## config.mk

```make
export PLATFORM = sky130hd
export DESIGN_NAME = id_inst_buffer
export DESIGN_NICKNAME = d
export VERILOG_FILES = /design/src/rtl/id_inst_buffer.sv
export SDC_FILE = /design/constraint.sdc
export NUM_CORES = 1
export LEC_CHECK = 0
export BUFFER_PORTS_ARGS = -buffer_cell sky130_fd_sc_hd__buf_2
export CAP_MARGIN = 30
export CELL_PAD_IN_SITES_DETAIL_PLACEMENT = 2
export CELL_PAD_IN_SITES_GLOBAL_PLACEMENT = 2
export CORE_MARGIN = 4
export CORE_UTILIZATION = 37
export CTS_BUF_LIST = sky130_fd_sc_hd__clkbuf_16
export DETAILED_ROUTE_END_ITERATION = 12
export GPL_ROUTABILITY_DRIVEN = 1
export PLACE_DENSITY = 0.75
export SETUP_SLACK_MARGIN = 0.2
export SYNTH_ARGS = -nofsm -noshare
export SYNTH_HDL_FRONTEND = slang
export SYNTH_SLANG_ARGS = --single-unit
```

## constraint.sdc

```tcl
create_clock -name clk -period 2.98 [get_ports clk]
set_input_delay 0.745 -clock clk [delete_from_list [all_inputs] [get_ports clk]]
set_output_delay 0.745 -clock clk [all_outputs]
set_load 0.005 [all_outputs]
```

## src/rtl/id_inst_buffer.sv

```systemverilog
// Fetch-to-decode instruction buffer: DEPTH-entry circular FIFO of {inst, pc, pc4, imm, zimm}
// with load-use hold of the head entry and single-cycle flush.
module id_inst_buffer #(
    parameter int         DEPTH   = 4,
    parameter int         XLEN    = 32,
    parameter logic [1:0] WB_LOAD = 2'b01
) (
    input  logic                     clk,
    input  logic                     arst_n,
    input  logic                     flush_i,
    input  logic                     in_valid_i,
    output logic                     in_ready_o,
    input  logic [XLEN-1:0]          in_inst_i,
    input  logic [XLEN-1:0]          in_pc_i,
    input  logic [XLEN-1:0]          in_pc4_i,
    output logic                     out_valid_o,
    input  logic                     out_ready_i,
    output logic [XLEN-1:0]          out_inst_o,
    output logic [XLEN-1:0]          out_pc_o,
    output logic [XLEN-1:0]          out_pc4_o,
    output logic [XLEN-1:0]          out_imm_o,
    output logic [XLEN-1:0]          out_zimm_o,
    input  logic [4:0]               ex_rd_i,
    input  logic [1:0]               ex_wb_sel_i,
    output logic                     stall_o,
    output logic [$clog2(DEPTH):0]   count_o
);

    localparam int PW = $clog2(DEPTH);
    localparam int CW = PW + 1;

    localparam logic [6:0] OPC_LOAD   = 7'b0000011;
    localparam logic [6:0] OPC_OPIMM  = 7'b0010011;
    localparam logic [6:0] OPC_AUIPC  = 7'b0010111;
    localparam logic [6:0] OPC_STORE  = 7'b0100011;
    localparam logic [6:0] OPC_OP     = 7'b0110011;
    localparam logic [6:0] OPC_LUI    = 7'b0110111;
    localparam logic [6:0] OPC_BRANCH = 7'b1100011;
    localparam logic [6:0] OPC_JALR   = 7'b1100111;
    localparam logic [6:0] OPC_JAL    = 7'b1101111;
    localparam logic [6:0] OPC_SYSTEM = 7'b1110011;

    typedef struct packed {
        logic [XLEN-1:0] inst;
        logic [XLEN-1:0] pc;
        logic [XLEN-1:0] pc4;
        logic [XLEN-1:0] imm;
        logic [4:0]      zimm;
    } entry_t;

    entry_t          mem_q [DEPTH];
    entry_t          mem_d [DEPTH];
    logic [PW-1:0]   rd_ptr_q, rd_ptr_d;
    logic [PW-1:0]   wr_ptr_q, wr_ptr_d;
    logic [CW-1:0]   count_q, count_d;

    logic signed [31:0] imm32;
    entry_t          new_entry;
    entry_t          head;
    logic [6:0]      head_opc;
    logic [2:0]      head_funct3;
    logic [4:0]      head_rs1;
    logic [4:0]      head_rs2;
    logic            uses_rs1;
    logic            uses_rs2;
    logic            hz;
    logic            push;
    logic            pop;

    // Immediate decode happens on the incoming word so decode only reads stored values.
    always_comb begin
        imm32 = '0;
        case (in_inst_i[6:0])
            OPC_LOAD, OPC_OPIMM, OPC_JALR:
                imm32 = {{20{in_inst_i[31]}}, in_inst_i[31:20]};
            OPC_STORE:
                imm32 = {{20{in_inst_i[31]}}, in_inst_i[31:25], in_inst_i[11:7]};
            OPC_BRANCH:
                imm32 = {{19{in_inst_i[31]}}, in_inst_i[31], in_inst_i[7],
                         in_inst_i[30:25], in_inst_i[11:8], 1'b0};
            OPC_LUI, OPC_AUIPC:
                imm32 = {in_inst_i[31:12], 12'b0};
            OPC_JAL:
                imm32 = {{11{in_inst_i[31]}}, in_inst_i[31], in_inst_i[19:12],
                         in_inst_i[20], in_inst_i[30:21], 1'b0};
            OPC_SYSTEM:
                imm32 = {20'b0, in_inst_i[31:20]};
            default:
                imm32 = '0;
        endcase
    end

    always_comb begin
        new_entry      = '0;
        new_entry.inst = in_inst_i;
        new_entry.pc   = in_pc_i;
        new_entry.pc4  = in_pc4_i;
        new_entry.imm  = XLEN'(imm32);
        new_entry.zimm = in_inst_i[19:15];
    end

    assign head        = mem_q[rd_ptr_q];
    assign head_opc    = head.inst[6:0];
    assign head_funct3 = head.inst[14:12];
    assign head_rs1    = head.inst[19:15];
    assign head_rs2    = head.inst[24:20];

    always_comb begin
        uses_rs1 = 1'b0;
        uses_rs2 = 1'b0;
        case (head_opc)
            OPC_OP, OPC_STORE, OPC_BRANCH: begin
                uses_rs1 = 1'b1;
                uses_rs2 = 1'b1;
            end
            OPC_OPIMM, OPC_LOAD, OPC_JALR:
                uses_rs1 = 1'b1;
            OPC_SYSTEM:
                uses_rs1 = ~head_funct3[2];
            default: begin
                uses_rs1 = 1'b0;
                uses_rs2 = 1'b0;
            end
        endcase
    end

    assign hz = (count_q != '0) && (ex_wb_sel_i == WB_LOAD) && (ex_rd_i != 5'd0) &&
                ((uses_rs1 && (head_rs1 == ex_rd_i)) || (uses_rs2 && (head_rs2 == ex_rd_i)));

    // in_ready_o depends only on registered occupancy, so a full buffer refuses even with a pop.
    assign in_ready_o  = (count_q != CW'(DEPTH));
    assign out_valid_o = (count_q != '0) && !hz;
    assign stall_o     = hz;
    assign count_o     = count_q;

    assign out_inst_o  = head.inst;
    assign out_pc_o    = head.pc;
    assign out_pc4_o   = head.pc4;
    assign out_imm_o   = head.imm;
    assign out_zimm_o  = {{(XLEN-5){1'b0}}, head.zimm};

    assign push = in_valid_i && in_ready_o;
    assign pop  = out_valid_o && out_ready_i;

    // Flush wins over any same-cycle push or pop.
    always_comb begin
        mem_d    = mem_q;
        rd_ptr_d = rd_ptr_q;
        wr_ptr_d = wr_ptr_q;
        count_d  = count_q;
        if (flush_i) begin
            rd_ptr_d = '0;
            wr_ptr_d = '0;
            count_d  = '0;
        end else begin
            if (push) begin
                mem_d[wr_ptr_q] = new_entry;
                wr_ptr_d        = wr_ptr_q + PW'(1);
            end
            if (pop) begin
                rd_ptr_d = rd_ptr_q + PW'(1);
            end
            count_d = count_q + CW'(push) - CW'(pop);
        end
    end

    always_ff @(posedge clk or negedge arst_n) begin
        if (!arst_n) begin
            rd_ptr_q <= '0;
            wr_ptr_q <= '0;
            count_q  <= '0;
            for (int i = 0; i < DEPTH; i++) begin
                mem_q[i] <= '0;
            end
        end else begin
            rd_ptr_q <= rd_ptr_d;
            wr_ptr_q <= wr_ptr_d;
            count_q  <= count_d;
            for (int i = 0; i < DEPTH; i++) begin
                mem_q[i] <= mem_d[i];
            end
        end
    end

endmodule
```

==> results of run 1 <==
-- what timing repair did --
action                                 in CTS  in global routing
hold buffers                                0                  0
gates cloned                                8                  4
endpoints found under the hold margin       0                  0
setup endpoints to repair                 136                136
pin swaps                                   5                  1
resized for setup                          98                 29
setup buffers                              16                  3
-- worst max-delay path, stage by stage (launching register included) --
cell and delay [ps]:
dfrtp_4 490, mux4_2 540, nand2b_4 150, a2111o_1 460, nor4_2 260, a22o_4 210
buf_6 110, and2b_2 200, buf_2 120
-- through the flow --
stage / std cells / hold WS [ps] / TNS [ps] / setup slack, ps
after floorplan: 1586 / 445 / -297 / -163
after global placement: 2556 / 456 / -11570 / -564
after detailed placement: 2557 / 468 / -12350 / -672
after CTS: 2685 / 112 / -22400 / -872
after global routing: 2697 / 110 / -30130 / -1020
final: 2700 / 95.4 / -17920 / -891
-- metal layers --
layer / global-route usage / vias to the layer above / wire (um)
met1: 0.265 / 7985 / 29800
met2: 0.387 / 320 / 39700
met5: 0 / - / 34
li1: - / 6246 / -
met3: 0.0461 / 95 / 3610
met4: 0.0508 / 4 / 1470
-- registers in the layout, indices dropped and copies added, names as in the netlist --
| register | count |
|---|---|
| count_o | 3 |
| wr_ptr_q | 2 |
| mem_q | 512 |
| rd_ptr_q | 2 |
-- final cells by class --
cell class              count  share of cell area
multi-input cells         922               0.330
clock buffers              57              0.0502
clock inverters            47              0.0156
well taps                 782              0.0344
repair buffers            360               0.111
inverters                   5            0.000660
diodes                      8            0.000704
flip-flops and latches    519               0.457
-- where the power goes --
part | switching (mW) | internal (mW) | leakage [nW]
registers | 1.52 | 9.49 | 6.71
logic | 3.87 | 5.42 | 5.24
clock network | 3.03 | 4.16 | 0.972
total | 8.42 | 19.1 | 12.9
-- worst paths after layout --
| path | depth (start not counted) | endpoint | slack (ps) | startpoint |
|---|---|---|---|---|
| worst max register to register | 12 | count_o[1] | -410 | rd_ptr_q[0] |
| worst min register to register | 2 | mem_q[141] | 470 | mem_q[141] |
| worst max-delay path | 8 | out_valid_o | -890 | rd_ptr_q[0] |
| worst min-delay path | 1 | mem_q[422] | 100 | arst_n |
| max in group asynchronous | 2 | mem_q[184] | 1900 | arst_n |
| min in group clk | 2 | mem_q[342] | 400 | in_pc_i[7] |
-- layout by cell type (no fill, tap or decap), types with 3 or more instances in the layout --
cell type and n:
inv_1 19, and2_1 4, buf_16 10, ha_1 5, xor2_1 6, o21ai_0 135
a22oi_1 4, buf_12 35, clkinv_2 6, mux2_2 384, a21oi_1 22, mux4_2 127
buf_4 46, bufbuf_16 4, xor2_2 5, buf_8 3, nand2_4 4, dfrtp_1 517
nor2b_1 3, conb_1 27, clkinv_1 13, buf_2 211, a31oi_1 3, diode_2 8
clkbuf_16 60, nor2_1 12, bufinv_16 8, nand3_1 5, nand2_1 145, buf_6 48
-- cell families after synthesis --
logic type	after synthesis	synth area share
compound gates	172	0.0395
xor+xnor	13	0.00499
fa+ha+maj	7	0.00416
buf+inv	145	0.0304
flops	519	0.569
mux	513	0.317
other cells	1	0.000164
simple gates	190	0.0347
==> results.cfg, run 1 <==
[timing]
fin_worst_skew_ps = 44.5
tightest_slew_ps = 719
period_minus_slack_ps = 3870
finalSetupViolCount = 102
rsz0062_at_grt = yes
fin_crit_sh = 1.30
max_freq_mhz = 258
setup_ws_ps = -891
finalHoldViolations = 0
timing.slew.headroom = 0.519
drv_slew = 0

[die]
die_h_um = 256
die_area_um2 = 65700
die_x_um = 256
rows = 90
core-area_um2 = 60700
io_pins = 274
start_util = 0.376

[synth]
syn-cell-area_um2 = 22800
yosysTopAreaCell = dfrtp_1
ys_types = 43
yosysMostFrequentCell = dfrtp_1
synth_edf_count = 0
synth.area.top_cells = dfrtp_1, mux2_2, mux4_2
async_reset_ff_frac = 1.00
synth_ff_type = dfrtp_1
yosysTopAreaCellShare = 0.569
synth_seq_area_share = 0.569
syn_inst = 1560
yosysWarnings = 0
ys_top_cells_by_count = dfrtp_1, mux2_2, nand2_1
avgSynthCellArea_um2 = 14.6
synth_seq_cells = 519

[cells_and_area]
regArea_um2 = 13000
multi_input_area_um2 = 9380
drive_gt1_frac = 0.510
final_util = 0.468
fin_nets = 1980
final_area_um2 = 28400
area_delta_synth_final_pct = 24.5
fillers = 5723

[worst_setup_path]
arrival_ps = 3130
criticalPathCategory = reg -> out
cp_max_fo = 6
critical_path.endpoint_type = output pin
critPathLaunchType = register
crit_required_ps = 2240

[clock_network]
clockBufferDepth = 3
clockRootBuffer = clkbuf_16
cts-htree-levels = 2
insertion_delay_ps = 630
cts_tree = done
cts_buffers = 57
cts_sinks = 519
clk_pin_slew_ps = 60

[placed_design]
place.gp.congestion = 0.760
dpl-instance-area_um2 = 25500
place_hpwl_mm = 44.2
io_buffers = 246

[drt]
via_count = 14700
antenna_left = 0
drc = 0
drt-vias-per-instance = 5.43
drt-initial-drc-count = 789
dr.pass1.iters = 4
wirelength_mm = 74.6
wire_per_inst_um = 27.6

[power]
power_density_nw_per_um2 = 967
peakVddDrop_mv = 0.514
totalPowerFinal_mw = 27.5
p_leak_nw = 12.9

[global_routing]
overflow = 0
first_global_vias = 17200
track_usage = 0.215
antenna_found_initial = 11
grt_pass1_wl_mm = 110
grt_max_degree = 83

[job]
maxCapViolations = 0

[run_status]
status = complete, but fails checks
violations = setup timing

[hold_path]
hold_class = in -> async
No activity file was read; power rests on OpenSTA's default activity.
==> inputs of run 2 (changes only) <==
--- a/config.mk
+++ b/config.mk
@@ -5,16 +5,17 @@
 export SDC_FILE = /design/constraint.sdc
 export NUM_CORES = 1
 export LEC_CHECK = 0
+export ABC_AREA = 1
 export BUFFER_PORTS_ARGS = -buffer_cell sky130_fd_sc_hd__buf_2
 export CAP_MARGIN = 30
 export CELL_PAD_IN_SITES_DETAIL_PLACEMENT = 2
 export CELL_PAD_IN_SITES_GLOBAL_PLACEMENT = 2
 export CORE_MARGIN = 4
-export CORE_UTILIZATION = 37
+export CORE_UTILIZATION = 31
 export CTS_BUF_LIST = sky130_fd_sc_hd__clkbuf_16
 export DETAILED_ROUTE_END_ITERATION = 12
 export GPL_ROUTABILITY_DRIVEN = 1
-export PLACE_DENSITY = 0.75
+export PLACE_DENSITY = 0.76
 export SETUP_SLACK_MARGIN = 0.2
 export SYNTH_ARGS = -nofsm -noshare
 export SYNTH_HDL_FRONTEND = slang
==> results.cfg, run 2 <==
[power]
power_density_nw_per_um2 = 1100
p_leak_nw = 16.2
totalPowerFinal_mw = 33.6
peakVddDrop_mv = 0.510

[synth]
yosysTopAreaCellShare = 0.540
ys_top_cells_by_count = nand2_1, dfrtp_1, o21ai_0
ys_types = 39
yosysMostFrequentCell = nand2_1
synth.area.top_cells = dfrtp_1, nand2_1, o21ai_0
avgSynthCellArea_um2 = 7.71
yosysTopAreaCell = dfrtp_1
synth_ff_type = dfrtp_1
syn-cell-area_um2 = 24000
async_reset_ff_frac = 1.00
syn_inst = 3119
yosysWarnings = 0
synth_seq_area_share = 0.540
synth_edf_count = 0
synth_seq_cells = 519

[timing]
finalSetupViolCount = 105
period_minus_slack_ps = 3490
tightest_slew_ps = 1020
drv_slew = 0
max_freq_mhz = 287
finalHoldViolations = 0
timing.slew.headroom = 0.322
rsz0062_at_grt = yes
fin_worst_skew_ps = 31.7
whs_ps = 332
fin_crit_sh = 1.17
setup_ws_ps = -508

[die]
die_h_um = 287
die_x_um = 287
core-area_um2 = 76500
die_area_um2 = 82100
rows = 101
start_util = 0.315
io_pins = 274

[global_routing]
grt_max_degree = 121
first_global_vias = 26400
grt_pass1_wl_mm = 163
antenna_found_initial = 16
overflow = 0
track_usage = 0.258

[placed_design]
place.gp.congestion = 0.834
dpl-instance-area_um2 = 26500
io_buffers = 246
place_hpwl_mm = 60.3

[job]
maxCapViolations = 0

[hold_path]
hold_class = in -> reg
hold_path_depth = 3

[cells_and_area]
area_delta_synth_final_pct = 27.4
final_area_um2 = 30600
fillers = 8624
largest_reg_flops = 512
drive_gt1_frac = 0.196
top_register = mem_q
final_cell_mix = nand2_1, dfrtp_1, buf_2
fin_nets = 3484
final_common_cell = nand2_1

[drt]
drt-initial-drc-count = 1347
wire_per_inst_um = 25.1
wirelength_mm = 112
wl_met2_mm = 56.5
via_count = 23400
dr.pass1.iters = 5
top_layer = met5
drt-vias-per-instance = 5.25
wl_met3_mm = 4.93
antenna_left = 0
drt-met1-wl_mm = 46.1
drc = 0

[worst_setup_path]
crit_required_ps = 2240
criticalPathCategory = reg -> out
critical_path.endpoint_type = output pin
arrival_ps = 2740
critPathLaunchType = register
cp_max_fo = 10
ff2ff_path_depth = 23

[clock_network]
clockBufferDepth = 3
cts_buffers = 61
cts_sinks = 519
clk_pin_slew_ps = 70
cts_tree = done
insertion_delay_ps = 650
cts-htree-levels = 2
clockRootBuffer = clkbuf_16

[run_status]
status = complete, but fails checks
violations = setup timing
-- run 2: cell type report --
| class | count | area [um^2] | area share |
|---|---|---|---|
| Antenna cell | 3 | 7.51 | 0.000245 |
| Clock buffer | 62 | 1550 | 0.0507 |
| Clock inverter | 52 | 432 | 0.0141 |
| Inverter | 63 | 267 | 0.00870 |
| Multi-Input combinational cell | 2332 | 10500 | 0.342 |
| Sequential cell | 519 | 13000 | 0.424 |
| Tap cell | 1030 | 1290 | 0.0421 |
| Timing Repair Buffer | 389 | 3570 | 0.117 |
| Timing Repair inverter | 3 | 43.8 | 0.00143 |
-- run 2: what timing repair did --
action,in CTS,in global routing
pin swaps,41,68
hold buffers,1,0
hold endpoints to repair,25,0
buffers inserted,29,13
gates resized for setup,102,216
endpoints found under the setup margin,122,136
gates cloned,22,8
-- run 2: layer usage --
layer	track usage	up-vias
li1	-	10300
met1	0.312	12300
met2	0.463	563
met3	0.0428	229
met4	0.0911	16
met5	0	-
-- run 2: power breakdown --
group	total [mW]	switching [mW]	internal [mW]
clock network	7.66	3.29	4.36
registers	11.2	1.68	9.56
logic	14.7	8.79	5.94
total	33.6	13.8	19.9
-- run 2: per-stage QoR --
stage	cells	util	setup TNS (ps)	worst slack [ps]
after detailed placement	4263	0.347	-296	-205
after global routing	4451	0.401	-28690	-584
after floorplan	3145	-	0	388
after global placement	4263	0.347	-43.4	-43.4
after CTS	4429	0.389	-27790	-435
final	4453	0.401	-20770	-508
-- run 2: cells by family (layout without fill, tap and decap cells) --
family / count (synthesis) / count (layout) / synth area share
and+or+nand+nor: 1866 / 1866 / 0.299
DFF: 519 / 519 / 0.540
AOI/OAI and AO/OA: 428 / 428 / 0.0984
buffers and inverters: 294 / 569 / 0.0568
adders and majority gates: 7 / 7 / 0.00395
xor gates and xnor gates: 4 / 4 / 0.00146
other: 1 / 30 / 0.000156
-- run 2: worst max-delay path: stages, from the launching register on --
cell and delay, ps:
dfrtp_4 520, buf_8 170, clkinv_8 110, nand2_1 130, nand3_2 110, nand2_2 110
nand2_1 70, nand2_1 90, nand2_2 70, nor2_2 140, nand2_2 90, nand2_2 90
nand2_2 70, buf_6 130, nand2_4 50, inv_2 30, buf_6 100
-- run 2: final timing paths --
kind,slack [ps],startpoint,end
worst max-delay path,-510,rd_ptr_q[0],out_valid_o
min in group asynchronous,580,arst_n,mem_q[498]
worst min register to register,470,mem_q[284],mem_q[284]
worst min-delay path,330,in_pc_i[19],mem_q[354]
max in group asynchronous,1440,arst_n,mem_q[125]
worst max register to register,-350,rd_ptr_q[0],count_o[2]
==> inputs of run 3 (changes only) <==
--- a/config.mk
+++ b/config.mk
@@ -16,7 +16,7 @@
 export DETAILED_ROUTE_END_ITERATION = 12
 export GPL_ROUTABILITY_DRIVEN = 1
 export PLACE_DENSITY = 0.76
-export SETUP_SLACK_MARGIN = 0.2
+export REMOVE_ABC_BUFFERS = 1
 export SYNTH_ARGS = -nofsm -noshare
 export SYNTH_HDL_FRONTEND = slang
 export SYNTH_SLANG_ARGS = --single-unit
==> results.cfg, run 3 (synthesized netlist as in run 2, its figures left out) <==
[clock_network]
clockBufferDepth = 3
clk_pin_slew_ps = 80
cts_tree = done
cts_sinks = 519
insertion_delay_ps = 620
clockRootBuffer = clkbuf_16
cts-htree-levels = 2
cts_buffers = 61

[die]
die_x_um = 287
core-area_um2 = 76500
die_h_um = 287
io_pins = 274
start_util = 0.315
die_area_um2 = 82100
rows = 101

[timing]
period_minus_slack_ps = 3530
fin_crit_sh = 1.18
max_freq_mhz = 284
drv_slew = 0
finalHoldViolations = 0
whs_ps = 87.0
timing.slew.headroom = 0.499
fin_worst_skew_ps = 26.2
rsz0062_at_grt = yes
finalSetupTns_ps = -19220
finalSetupViolCount = 113
setup_ws_ps = -546
tightest_slew_ps = 751

[drt]
antenna_left = 0
wire_per_inst_um = 26.0
drt-initial-drc-count = 1591
drc = 0
via_count = 23600
drt-vias-per-instance = 5.28
dr.pass1.iters = 5
wirelength_mm = 116

[power]
p_leak_nw = 16.5
peakVddDrop_mv = 0.552
totalPowerFinal_mw = 34.7
p_sw_frac = 0.422
seqPwrFrac = 0.331
internal_power_mw = 20.1
p_clk_frac = 0.205
pwr-share-comb = 0.464
power_density_nw_per_um2 = 1100
power.switching_mw = 14.7

[global_routing]
antenna_found_initial = 6
track_usage = 0.263
grt_pass1_wl_mm = 167
grt_max_degree = 121
first_global_vias = 26500
overflow = 0

[worst_setup_path]
critical_path.endpoint_type = output pin
slowest_stage = dfrtp_4
cp_cell_sequence = buf_6, buf_12, buf_16, nand2_1, nand3_1, nand2_2, xor2_1, nor2_1, nand2_1, nand2_1, nand2_2, buf_6, nand2_2, inv_1, buf_2
r2r_end = count_o[2]
cp_max_fo = 5
crit_required_ps = 2240
r2r-start = rd_ptr_q[0]
criticalPathCategory = reg -> out
critPathLaunchType = register
arrival_ps = 2780
r2r_setup_slack_ps = -380
ff2ff_path_depth = 22
max_stage_delay_ps = 530

[placed_design]
place.gp.congestion = 0.793
io_buffers = 246
place_hpwl_mm = 58.9
dpl-instance-area_um2 = 26600

[cells_and_area]
final_common_cell = nand2_1
final_area_um2 = 31600
fillers = 8525
final_util = 0.414
area_delta_synth_final_pct = 31.5
top_register = mem_q
final_cell_mix = nand2_1, dfrtp_1, buf_2
fin_nets = 3507
drive_gt1_frac = 0.234
largest_reg_flops = 512

[run_status]
violations = setup timing
status = complete, but fails checks

[hold_path]
hold_class = in -> async

[job]
maxCapViolations = 0
[run 3: area by class of cell]
class,instances,area [um^2],area share
sequential,519,13000,0.411
timing repair buffer,411,3930,0.124
clock buffer,61,1530,0.0483
clock inverter,51,297,0.00938
antenna,2,5.00,0.000158
inverter,63,272,0.00859
tap,1030,1290,0.0408
timing repair inverter,4,52.6,0.00166
multi-input combinational,2332,11300,0.356
[run 3: worst max-delay path: cells and delay by family, from the launching register on]
| kind | cells | cell delay (ps) |
|---|---|---|
| XOR/XNOR | 1 | 90 |
| buffers and inverters | 6 | 690 |
| flip-flops | 1 | 530 |
| AND/OR/NAND/NOR | 8 | 810 |
[run 3: stage by stage]
step           setup slack [ps]  std cells
2_1_floorplan             -5110       2914
3_3_place_gp               26.5       4272
3_5_place_dp               -179       4273
4_1_cts                    -340       4451
5_1_grt                    -618       4473
6_report                   -546       4473
[run 3: worst max path at each step]
stage             endpoint  cells past startpoint  slack [ps]   startpoint
2_1_floorplan   count_o[2]                     20       -5110  rd_ptr_q[0]
3_3_place_gp    count_o[2]                     20          30  rd_ptr_q[0]
3_5_place_dp    count_o[2]                     20        -180  rd_ptr_q[0]
4_1_cts        out_valid_o                     17        -340  rd_ptr_q[0]
5_1_grt        out_valid_o                     15        -620  rd_ptr_q[0]
6_report       out_valid_o                     15        -550  rd_ptr_q[0]
[run 3: power groups by stage]
stage / combinational (mW) / sequential, mW / clock, mW
2_1_floorplan: 5.67 / 10.9 / 0
3_3_place_gp: 10.6 / 11.0 / 0
3_5_place_dp: 11.2 / 11.2 / 0
4_1_cts: 14.3 / 11.2 / 7.21
5_1_grt: 17.4 / 11.8 / 7.61
6_report: 16.1 / 11.5 / 7.13
[run 3: repair_timing]
action / CTS / global route
endpoints found under the hold margin: 0 / 0
gates resized for setup: 337 / 240
gates cloned: 30 / 13
buffers inserted: 36 / 20
endpoints found under the setup margin: 107 / 128
hold buffers: 0 / 0
pin swaps: 88 / 77
[run 3: per-layer routing]
layer,part of all wire,GRT usage,up-vias
li1,-,-,10400
met1,0.43,0.336,12400
met2,0.50,0.461,613
met3,0.046,0.0415,208
met4,0.030,0.0760,6
met5,0.00030,0,-
